--- src/rtl/encrypt_sched_if.sv ---
// Request/response bundle between plaintext requesters, the response consumer
// and the encrypt scheduler. The scheduler takes the slave side.
interface encrypt_sched_if #(
  parameter int unsigned N_REQ  = 2,
  parameter int unsigned M_SIZE = 5,
  parameter int unsigned C_W    = 64
);
  localparam int unsigned ID_W = (N_REQ > 1) ? $clog2(N_REQ) : 1;

  logic [N_REQ-1:0]        req_valid;
  logic [N_REQ*M_SIZE-1:0] req_m;
  logic [N_REQ-1:0]        req_ready;
  logic                    rsp_valid;
  logic                    rsp_ready;
  logic [C_W-1:0]          rsp_c;
  logic [ID_W-1:0]         rsp_id;

  modport master (
    output req_valid, req_m, rsp_ready,
    input  req_ready, rsp_valid, rsp_c, rsp_id
  );

  modport slave (
    input  req_valid, req_m, rsp_ready,
    output req_ready, rsp_valid, rsp_c, rsp_id
  );
endinterface

--- src/rtl/encrypt_sched.sv ---
// Sequencer/arbiter for the single non-pipelined encrypt core: owns the key
// set, seeds the core noise generators after each key load, shares the core
// round-robin between requesters and returns tagged ciphertexts.
module encrypt_sched #(
  parameter int unsigned M_SIZE   = 5,
  parameter int unsigned LAMBDA   = 32,
  parameter int unsigned ETA      = 32,
  parameter int unsigned NU       = 16,
  parameter int unsigned C_W      = (2 * NU > ETA + LAMBDA) ? 2 * NU : ETA + LAMBDA,
  parameter int unsigned N_REQ    = 2,
  parameter int unsigned CORE_LAT = 3,
  parameter int unsigned SEED_CYC = 4
) (
  input  logic              clk,
  input  logic              rst_n,
  input  logic              cfg_we,
  input  logic [ETA-1:0]    cfg_q,
  input  logic [LAMBDA-1:0] cfg_p,
  input  logic [NU-1:0]     cfg_kappa,
  output logic              cfg_ready,
  output logic              cfg_err,
  encrypt_sched_if.slave    bus,
  output logic [ETA-1:0]    core_q,
  output logic [LAMBDA-1:0] core_p,
  output logic [NU-1:0]     core_kappa,
  output logic [M_SIZE-1:0] core_m,
  output logic              core_rand_reset,
  input  logic [C_W-1:0]    core_c,
  output logic [15:0]       jobs_done
);

  localparam int unsigned ID_W    = (N_REQ > 1) ? $clog2(N_REQ) : 1;
  localparam int unsigned SW      = ID_W + 1;
  localparam int unsigned CNT_MAX = (CORE_LAT > SEED_CYC) ? CORE_LAT : SEED_CYC;
  localparam int unsigned CNT_W   = $clog2(CNT_MAX + 1);

  typedef enum logic [2:0] {StUnkeyed, StSeed, StIdle, StRun, StResp} state_e;

  state_e            state_q;
  logic [ID_W-1:0]   ptr_q;
  logic [CNT_W-1:0]  cnt_q;
  logic              rsp_valid_q;
  logic [C_W-1:0]    rsp_c_q;
  logic [ID_W-1:0]   rsp_id_q;

  logic              key_ok;
  logic              cfg_take;
  logic              found;
  logic              accept;
  logic [ID_W-1:0]   grant;
  logic [ID_W-1:0]   ptr_next;
  logic [M_SIZE-1:0] m_sel;

  assign cfg_ready = (state_q == StUnkeyed) || (state_q == StIdle);
  assign key_ok    = (|cfg_q) && (|cfg_p) && (|cfg_kappa);
  assign cfg_take  = cfg_we && cfg_ready;
  // A key load in the same cycle always wins over a pending request.
  assign accept    = (state_q == StIdle) && !cfg_we && found;

  assign bus.req_ready = accept ? (N_REQ'(1) << grant) : '0;
  assign bus.rsp_valid = rsp_valid_q;
  assign bus.rsp_c     = rsp_c_q;
  assign bus.rsp_id    = rsp_id_q;

  // Round-robin search from the pointer upward, plus the granted plaintext slice.
  always_comb begin : p_arb
    logic [SW-1:0] idx;
    logic [SW-1:0] nxt;
    found = 1'b0;
    grant = '0;
    idx   = '0;
    m_sel = '0;
    for (int unsigned k = 0; k < N_REQ; k++) begin
      idx = SW'(ptr_q) + SW'(k);
      if (idx >= SW'(N_REQ)) idx = idx - SW'(N_REQ);
      if (!found && bus.req_valid[idx[ID_W-1:0]]) begin
        found = 1'b1;
        grant = idx[ID_W-1:0];
      end
    end
    for (int unsigned j = 0; j < N_REQ; j++) begin
      if (ID_W'(j) == grant) m_sel = bus.req_m[j*M_SIZE +: M_SIZE];
    end
    nxt = SW'(grant) + SW'(1);
    if (nxt >= SW'(N_REQ)) nxt = '0;
    ptr_next = nxt[ID_W-1:0];
  end

  // Controller FSM with all core-facing and response outputs registered.
  always_ff @(posedge clk or negedge rst_n) begin
    if (!rst_n) begin
      state_q         <= StUnkeyed;
      ptr_q           <= '0;
      cnt_q           <= '0;
      core_q          <= '0;
      core_p          <= '0;
      core_kappa      <= '0;
      core_m          <= '0;
      core_rand_reset <= 1'b1;
      cfg_err         <= 1'b0;
      rsp_valid_q     <= 1'b0;
      rsp_c_q         <= '0;
      rsp_id_q        <= '0;
      jobs_done       <= '0;
    end else begin
      cfg_err <= 1'b0;
      unique case (state_q)
        StUnkeyed, StIdle: begin
          if (cfg_take) begin
            if (!key_ok) begin
              cfg_err <= 1'b1;
            end else begin
              core_q          <= cfg_q;
              core_p          <= cfg_p;
              core_kappa      <= cfg_kappa;
              core_rand_reset <= 1'b1;
              cnt_q           <= CNT_W'(SEED_CYC);
              state_q         <= StSeed;
            end
          end else if (accept) begin
            core_m   <= m_sel;
            rsp_id_q <= grant;
            ptr_q    <= ptr_next;
            cnt_q    <= CNT_W'(CORE_LAT);
            state_q  <= StRun;
          end
        end
        StSeed: begin
          if (cnt_q == CNT_W'(1)) begin
            core_rand_reset <= 1'b0;
            state_q         <= StIdle;
          end else begin
            cnt_q <= cnt_q - CNT_W'(1);
          end
        end
        StRun: begin
          if (cnt_q == CNT_W'(1)) begin
            rsp_c_q     <= core_c;
            rsp_valid_q <= 1'b1;
            state_q     <= StResp;
          end else begin
            cnt_q <= cnt_q - CNT_W'(1);
          end
        end
        StResp: begin
          if (bus.rsp_ready) begin
            rsp_valid_q <= 1'b0;
            jobs_done   <= jobs_done + 16'd1;
            core_m      <= '0;
            state_q     <= StIdle;
          end
        end
        default: state_q <= StUnkeyed;
      endcase
    end
  end

endmodule

--- src/flat_wrapper.sv ---
// flat-port wrapper written by rule: the top's interface ports become plain ports
module encrypt_sched_flat 
#(
  parameter int unsigned M_SIZE   = 5,
  parameter int unsigned LAMBDA   = 32,
  parameter int unsigned ETA      = 32,
  parameter int unsigned NU       = 16,
  parameter int unsigned C_W      = (2 * NU > ETA + LAMBDA) ? 2 * NU : ETA + LAMBDA,
  parameter int unsigned N_REQ    = 2,
  parameter int unsigned CORE_LAT = 3,
  parameter int unsigned SEED_CYC = 4
)
  (clk, rst_n, cfg_we, cfg_q, cfg_p, cfg_kappa, cfg_ready, cfg_err, core_q, core_p, core_kappa, core_m, core_rand_reset, core_c, jobs_done, bus_req_valid, bus_req_m, bus_rsp_ready, bus_req_ready, bus_rsp_valid, bus_rsp_c, bus_rsp_id);
  encrypt_sched_if #(.N_REQ(N_REQ), .M_SIZE(M_SIZE), .C_W(C_W)) bus_i ();
  input  logic clk;
  input  logic rst_n;
  input  logic cfg_we;
  input  logic [ETA-1:0] cfg_q;
  input  logic [LAMBDA-1:0] cfg_p;
  input  logic [NU-1:0] cfg_kappa;
  output logic cfg_ready;
  output logic cfg_err;
  output logic [ETA-1:0] core_q;
  output logic [LAMBDA-1:0] core_p;
  output logic [NU-1:0] core_kappa;
  output logic [M_SIZE-1:0] core_m;
  output logic core_rand_reset;
  input  logic [C_W-1:0] core_c;
  output logic [15:0] jobs_done;
  input wire logic [$bits(bus_i.req_valid)-1:0] bus_req_valid;
  input wire logic [$bits(bus_i.req_m)-1:0] bus_req_m;
  input wire logic [$bits(bus_i.rsp_ready)-1:0] bus_rsp_ready;
  output wire logic [$bits(bus_i.req_ready)-1:0] bus_req_ready;
  output wire logic [$bits(bus_i.rsp_valid)-1:0] bus_rsp_valid;
  output wire logic [$bits(bus_i.rsp_c)-1:0] bus_rsp_c;
  output wire logic [$bits(bus_i.rsp_id)-1:0] bus_rsp_id;
  assign bus_i.req_valid = bus_req_valid;
  assign bus_i.req_m = bus_req_m;
  assign bus_i.rsp_ready = bus_rsp_ready;
  assign bus_req_ready = bus_i.req_ready;
  assign bus_rsp_valid = bus_i.rsp_valid;
  assign bus_rsp_c = bus_i.rsp_c;
  assign bus_rsp_id = bus_i.rsp_id;
  encrypt_sched #(.M_SIZE(M_SIZE), .LAMBDA(LAMBDA), .ETA(ETA), .NU(NU), .C_W(C_W), .N_REQ(N_REQ), .CORE_LAT(CORE_LAT), .SEED_CYC(SEED_CYC)) u_core (.clk(clk), .rst_n(rst_n), .cfg_we(cfg_we), .cfg_q(cfg_q), .cfg_p(cfg_p), .cfg_kappa(cfg_kappa), .cfg_ready(cfg_ready), .cfg_err(cfg_err), .bus(bus_i), .core_q(core_q), .core_p(core_p), .core_kappa(core_kappa), .core_m(core_m), .core_rand_reset(core_rand_reset), .core_c(core_c), .jobs_done(jobs_done));
endmodule
--- config.mk ---
export PLATFORM = sky130hd
export DESIGN_NAME = encrypt_sched_flat
export DESIGN_NICKNAME = d
export VERILOG_FILES = /design/src/rtl/encrypt_sched_if.sv /design/src/rtl/encrypt_sched.sv /design/src/flat_wrapper.sv
export SDC_FILE = /design/constraint.sdc
export NUM_CORES = 1
export LEC_CHECK = 0
export CAP_MARGIN = 15
export CORE_ASPECT_RATIO = 1.4
export CORE_UTILIZATION = 42
export CTS_CLUSTER_SIZE = 16
export DETAILED_ROUTE_END_ITERATION = 8
export PLACE_DENSITY = 0.76
export REMOVE_ABC_BUFFERS = 1
export SYNTH_ARGS = -nofsm -noshare
export SYNTH_HDL_FRONTEND = slang
export SYNTH_SLANG_ARGS = --single-unit
export TNS_END_PERCENT = 30
--- constraint.sdc ---
create_clock -name clk -period 2.35 [get_ports clk]
set_input_delay 0.47 -clock clk [delete_from_list [all_inputs] [get_ports clk]]
set_output_delay 0.47 -clock clk [all_outputs]
set_load 0.005 [all_outputs]
==> qor.txt, run 1 <==
==================================================================================
Final Hold Vio Count                                                             0
Internal power                                                             10.1 mW
Maximum buffer depth of the clock tree                                           2
Final HPWL from detailed placement                                    16,200 microns
Vias after detailed routing                                                  5,423
Unrepaired setup endpoints after global routing                               true
Antenna Diode Count                                                              0
Final Total Pwr                                                            13.8 mW
Outcome                                                               finished clean
Number of vias per cell after detailed routing                                4.85
Commonest cells post-synth                                            175 x dfrtp_1, 78 x mux2_4, 74 x mux2_2
Dominant register cell in the synthesized netlist                          dfrtp_1
Total leakage power                                                        5.19 nW
Fraction of layout cells with a size suffix above 1                          0.293
Number of fillers in the final layout                                        1,276
Setup violations, final                                                          0
Startpoint type of the worst setup path                                  flip-flop
Clock H-tree levels                                                              4
Normalized max-slew margin                                                   0.611
Avg WL per Cell                                                       18.5 microns
Syn avg cell area                                                       15.6 sq um
Clock tree sinks                                                               176
Proportion of synthesized chip area in sequential cells                      0.587
VDD IR-drop max                                                             802 uV
Arr. time, crit path                                                       1.82 ns
Achievable Freq                                                            437 MHz
Max capacitance violation total                                                  0
Via count of the first global-routing pass                                   5,846
Clock transition at path regs                                              0.07 ns
Switching power of the nets                                                3.75 mW
Power per cell area                                                   1150 nW/um^2
Cell taking the most area after synthesis                                  dfrtp_1
Max Transition Viols Final                                                       0
Switching share of power                                                     0.272
Minimum period implied by the final worst setup slack                      2.29 ns
Setup TNS                                                                     0 ns
Critical path class                                                   flip-flop to primary output
Layout Nets                                                                  1,032
Remaining number of nets flagged by the antenna check after routing              0
Transition time at the pin with the least slew margin                     0.584 ns
Overall fraction of global-route tracks in use                               0.228
Largest fanout of any net on the critical path                                   4
Final Worst Setup Slack                                                  0.0610 ns
Global placer's final weighted congestion                                    0.836
Async set-reset flop share out of synthesis                                   1.00
Width of the die                                                       115 microns
Crit path capture type                                                primary output
Dpl ws                                                                   -0.336 ns
Number of antenna violations at the first check in global routing                0
# rows                                                                          57
Clk_skew                                                                 0.0110 ns
Maximum number of pins on one net before global-route repair                    67
Sequential Power Share                                                       0.377
Warnings, synthesis                                                              0
Class of the worst hold path                                          input pin to async pin
Global-route wire length before repair                                31,600 microns
TritonCTS clock tree                                                           yes
Data required time of the worst path                                       1.88 ns
Library cells used by synthesis                                                 47
Number of flops mapped to enable cells by yosys                                  0
Clock latency on the worst-skew pair                                       0.43 ns
Die area                                                              18,400 sq um
Proportion of power drawn by the clock network                               0.199
Area fraction of the dominant cell type after synthesis                      0.584
Total length of routed wires                                          20,700 microns
Cts hold-fix bufs                                                                0
Num CTS Buffers                                                                 17
Initial standard-cell utilization of the core                                0.431
Synth-to-Final Area Change                                                   60.3%
Cell count after synthesis                                                     480
Ranking of synthesized cells by area                                  dfrtp_1 58%, mux2_4 16%, mux2_2 11%, buf_12 2.4%, nor4_1 1.7%
Post-route fraction of the period consumed by the critical path              0.974
Port Buf Inserts                                                               331
Iteration-0 DRC count of the detailed router                                   204
First-pass iteration count of the detailed router                                4
Die outline height                                                     160 microns
Most numerous cell in the Yosys netlist                                    dfrtp_1
Total I/O pin count                                                            332
#FFs+latches synth                                                             176
Number of remaining DRC errors                                                   0
Cell Area, Synth                                                        7500 sq um
Part of the total power dissipated in combinational logic                    0.424
Total overflow reported by the global router                                     0
Std-Cell Core Area                                                    17,400 sq um
Clock tree root buffer cell                                              clkbuf_16
==================================================================================
[layout make-up]
type | count | area [sq um] | area share
flip-flops and latches | 176 | 4410 | 0.366
repair buffers | 390 | 3850 | 0.320
multi-input cells | 277 | 2870 | 0.239
clock buffers | 18 | 429 | 0.0357
well taps | 236 | 295 | 0.0246
clock inverters | 14 | 148 | 0.0123
inverters | 7 | 26.3 | 0.00218
[state kept, by name, indices dropped and copies added, names as in the netlist]
name                    cells
u_core.core_q              32
u_core.jobs_done           16
u_core.cfg_err              1
u_core.bus.rsp_c           64
u_core.core_kappa          16
u_core.ptr_q                1
u_core.cnt_q                3
u_core.state_q              3
u_core.core_m               5
u_core.bus.rsp_valid        1
u_core.core_rand_reset      1
u_core.core_p              32
u_core.bus.rsp_id           1
[cells in the final DEF, fill, tap and decap left out, types with 3 or more instances in the layout]
| cell | instances |
|---|---|
| a21oi_1 | 3 |
| and3_1 | 3 |
| buf_12 | 8 |
| buf_4 | 51 |
| clkbuf_16 | 17 |
| clkdlybuf4s50_1 | 327 |
| dfrtp_1 | 175 |
| dlygate4sd2_1 | 3 |
| ha_1 | 3 |
| inv_1 | 7 |
| inv_6 | 7 |
| mux2_2 | 74 |
| mux2_4 | 78 |
| mux2i_1 | 5 |
| nand2_1 | 10 |
| nand3_1 | 7 |
| nand4_1 | 8 |
| nor2_1 | 14 |
| nor2_2 | 4 |
| nor4_1 | 19 |
| o21ai_0 | 3 |
| xnor2_1 | 10 |
| xor2_1 | 6 |
[timing repair]
item                       CTS  global route
hold endpoints to repair     0             0
setup endpoints to repair    2            60
gates resized for setup      8             1
setup buffers                0             0
pin swaps                    1             0
[logic make-up (layout without fill, tap and decap cells)]
kind of cell | count (synthesis) | in the layout | synth area share
AO/OA/AOI/OAI | 22 | 22 | 0.0237
XOR/XNOR | 16 | 16 | 0.0187
adder cells (fa/ha/maj) | 3 | 3 | 0.00500
buffers and inverters | 27 | 429 | 0.0347
flip-flops | 176 | 176 | 0.587
multiplexers | 157 | 157 | 0.274
AND/OR/NAND/NOR | 79 | 79 | 0.0570
[critical path: stages (launching register included)]
cell and delay (ns):
dfrtp_1 0.39, nor2_2 0.15, nand2_2 0.09, or3_4 0.36, nor2_2 0.14, dlygate4sd2_1 0.25
[routing by layer]
| metal | routed length [microns] | share of wire | GRT usage |
|---|---|---|---|
| met2 | 11000 | 0.53 | 0.409 |
| met3 | 1510 | 0.073 | 0.0638 |
| met4 | 684 | 0.033 | 0.101 |
| met5 | 0 | 0 | 0 |
| met1 | 7420 | 0.36 | 0.245 |
[power groups by stage]
stage / Combinational [mW] / Sequential (mW) / Clock, mW
after floorplan: 2.25 / 5.22 / 0
after global placement: 5.75 / 5.18 / 0
after detailed placement: 5.91 / 5.20 / 0
after CTS: 5.93 / 5.21 / 2.82
after global routing: 6.22 / 5.35 / 2.94
final: 5.86 / 5.20 / 2.75
[path summary, 6_finish.rpt]
| path | start | end | slack, ns | cells after the start |
|---|---|---|---|---|
| max | u_core.state_q[0] | bus_req_ready[1] | 0.06 | 5 |
| min | rst_n | u_core.bus.rsp_c[61] | 0.02 | 1 |
| max reg2reg | u_core.state_q[0] | u_core.core_p[27] | 0.24 | 6 |
| min reg2reg | u_core.jobs_done[15] | u_core.jobs_done[15] | 0.49 | 1 |
| max in group asynchronous | rst_n | u_core.core_rand_reset | 1.64 | 2 |
| min in group clk | u_core.jobs_done[15] | u_core.jobs_done[15] | 0.49 | 1 |
[metrics by stage]
stage	cells	utilization	instance area (sq um)	hold WS, ns
global route	1118	0.691	12000	0.0535
floorplan	460	-	7270	0.174
finish	1118	0.691	12000	0.0156
global placement	1086	0.657	11400	0.462
detailed placement	1086	0.657	11400	0.476
CTS	1118	0.691	12000	0.0273
Power figures use the tool's default switching activity.
==> run 2: changes to the inputs <==
--- a/config.mk
+++ b/config.mk
@@ -5,12 +5,12 @@
 export SDC_FILE = /design/constraint.sdc
 export NUM_CORES = 1
 export LEC_CHECK = 0
+export ABC_CLOCK_PERIOD_IN_PS = 2900
 export CAP_MARGIN = 15
-export CORE_ASPECT_RATIO = 1.4
-export CORE_UTILIZATION = 42
+export CORE_UTILIZATION = 46
 export CTS_CLUSTER_SIZE = 16
 export DETAILED_ROUTE_END_ITERATION = 8
-export PLACE_DENSITY = 0.76
+export PLACE_DENSITY = 0.83
 export REMOVE_ABC_BUFFERS = 1
 export SYNTH_ARGS = -nofsm -noshare
 export SYNTH_HDL_FRONTEND = slang
==> constraint.sdc (replaced) <==
create_clock -name clk -period 2.9 [get_ports clk]
set_input_delay 0.58 -clock clk [delete_from_list [all_inputs] [get_ports clk]]
set_output_delay 0.58 -clock clk [all_outputs]
set_load 0.005 [all_outputs]
==> qor.txt, run 2 (synthesized netlist as in run 1, its figures left out) <==
==================================================================================
Outcome                                                               finished clean
Startpoint type of the worst setup path                                  flip-flop
# rows                                                                          46
Startpoint of the worst register-to-register path                     u_core.state_q[2]
Via count of the first global-routing pass                                   5,668
Maximum buffer depth of the clock tree                                           2
Clk_skew                                                                0.00847 ns
Arr. time, crit path                                                       2.22 ns
Clock tree root buffer cell                                              clkbuf_16
Fraction of layout cells with a size suffix above 1                          0.256
Most common cell after layout, fill and taps aside                    clkdlybuf4s50_1
Minimum period implied by the final worst setup slack                      2.80 ns
Final design utilization                                                     0.737
Normalized max-slew margin                                                   0.496
VDD IR-drop max                                                             537 uV
Unrepaired setup endpoints after global routing                              false
Vias after detailed routing                                                  5,327
Clock H-tree levels                                                              4
Initial standard-cell utilization of the core                                0.472
Layout Nets                                                                    995
Number of antenna violations at the first check in global routing                0
Reg-to-reg slack, setup                                                    0.67 ns
Remaining number of nets flagged by the antenna check after routing              0
Setup violations, final                                                          0
Port Buf Inserts                                                               331
Critical Path Start                                                   u_core.state_q[2]
Num CTS Buffers                                                                 17
Data required time of the worst path                                       2.32 ns
Setup TNS                                                                     0 ns
Number of fillers in the final layout                                        1,043
Global placer's final weighted congestion                                    0.793
Avg WL per Cell                                                       18.9 microns
Crit path capture type                                                primary output
TritonCTS clock tree                                                           yes
Total length of routed wires                                          20,100 microns
Top library cells by usage in the layout, fill and taps aside         330 x clkdlybuf4s50_1, 175 x dfrtp_1, 78 x mux2_4, 74 x mux2_2, 20 x nor4_1
Clock tree sinks                                                               176
Clock latency on the worst-skew pair                                       0.42 ns
Max reg flops                                                                   64
Transition time at the pin with the least slew margin                     0.754 ns
Std-Cell Core Area                                                    15,900 sq um
Logic depth of the worst register-to-register path                               5
Largest fanout of any net on the critical path                                   5
Worst-path cell with the longest stage delay                          clkdlybuf4s50_1
Post-route fraction of the period consumed by the critical path              0.965
Cell chain of the critical path                                       nor2_4 -> nand2_1 -> or3_4 -> nor2_2 -> clkdlybuf4s50_1
Total leakage power                                                        4.97 nW
Maximum number of pins on one net before global-route repair                    59
Final Hold Vio Count                                                             0
Achievable Freq                                                            357 MHz
Max capacitance violation total                                                  0
Number of vias per cell after detailed routing                                5.03
Die area                                                              16,800 sq um
Die outline height                                                     130 microns
Critical path class                                                   flip-flop to primary output
Clock transition at path regs                                              0.07 ns
Number of remaining DRC errors                                                   0
Max Transition Viols Final                                                       0
Post CTS Setup Buffer Count                                                      0
Overall fraction of global-route tracks in use                               0.236
Total I/O pin count                                                            332
Total overflow reported by the global router                                     0
First-pass iteration count of the detailed router                                6
Stage delay of the slowest cell on the critical path                       0.51 ns
Worst hold slack                                                          0.117 ns
Iteration-0 DRC count of the detailed router                                   151
Power per cell area                                                    952 nW/um^2
Class of the worst hold path                                          input pin to async pin
Final HPWL from detailed placement                                    15,400 microns
Synth-to-Final Area Change                                                   55.9%
Width of the die                                                       130 microns
Global-route wire length before repair                                29,800 microns
RR Endpoint                                                           u_core.core_p[27]
==================================================================================
run 2: changes by cell type in the layout (fill, tap and decap cells not counted), sizes merged:
cell,delta
clkdlybuf4s50,+3
inv,-7
bufinv,+1
clkinvlp,+2
clkinv,+2
dlygate4sd2,-3
diode,+1
buf,-37
run 2: per-stage QoR:
step | power (mW) | instance area [sq um] | cells | worst slack [ns]
global route | 11.7 | 11700 | 1059 | 0.0186
CTS | 11.2 | 11700 | 1059 | 0.0510
finish | 11.1 | 11700 | 1060 | 0.101
global placement | 8.74 | 11100 | 1029 | 0.0957
detailed placement | 8.94 | 11100 | 1029 | 0.0341
floorplan | 6.05 | 7270 | 460 | -3.74
run 2: how the worst max path moves through the flow:
stage	to	slack, ns	cells past startpoint
6_report	bus_req_ready[1]	0.10	5
4_1_cts	bus_req_ready[1]	0.05	5
2_1_floorplan	u_core.core_p[27]	-3.74	4
3_5_place_dp	u_core.core_p[27]	0.03	7
3_3_place_gp	bus_req_ready[1]	0.1	5
5_1_grt	bus_req_ready[0]	0.02	6
run 2: worst max-delay path: cells and delay by family (launching register included):
kind | cells | cell delay [ns]
AND/OR/NAND/NOR | 4 | 0.88
buffers and inverters | 1 | 0.51
flip-flops | 1 | 0.41
run 2: power by group:
part	switching [mW]	leakage (nW)	internal [mW]
Sequential	0.654	2.13	3.56
Clock	0.965	0.275	1.29
Combinational	1.35	2.56	3.33
Total	2.97	4.97	8.17
run 2: metal layers:
metal	track usage	wire (microns)	up-vias
li1	-	-	2424
met1	0.274	7750	2623
met2	0.414	10300	247
met3	0.0660	1560	33
met4	0.0937	469	0
met5	0	0	-
run 2: timing repair:
action | 4_1_cts | 5_1_grt
pin swaps | 0 | 1
hold buffers | 0 | 0
setup endpoints to repair | 2 | 1
resized for setup | 2 | 1
run 2: area by class of cell:
cell class	count	area, sq um	share of cell area
Clock inverter	12	136	0.0117
Tap cell	216	270	0.0231
Inverter	7	26.3	0.00225
Clock buffer	18	439	0.0375
Antenna cell	1	2.50	0.000214
Timing Repair Buffer	353	3550	0.304
Sequential cell	176	4410	0.376
Multi-Input combinational cell	277	2870	0.245
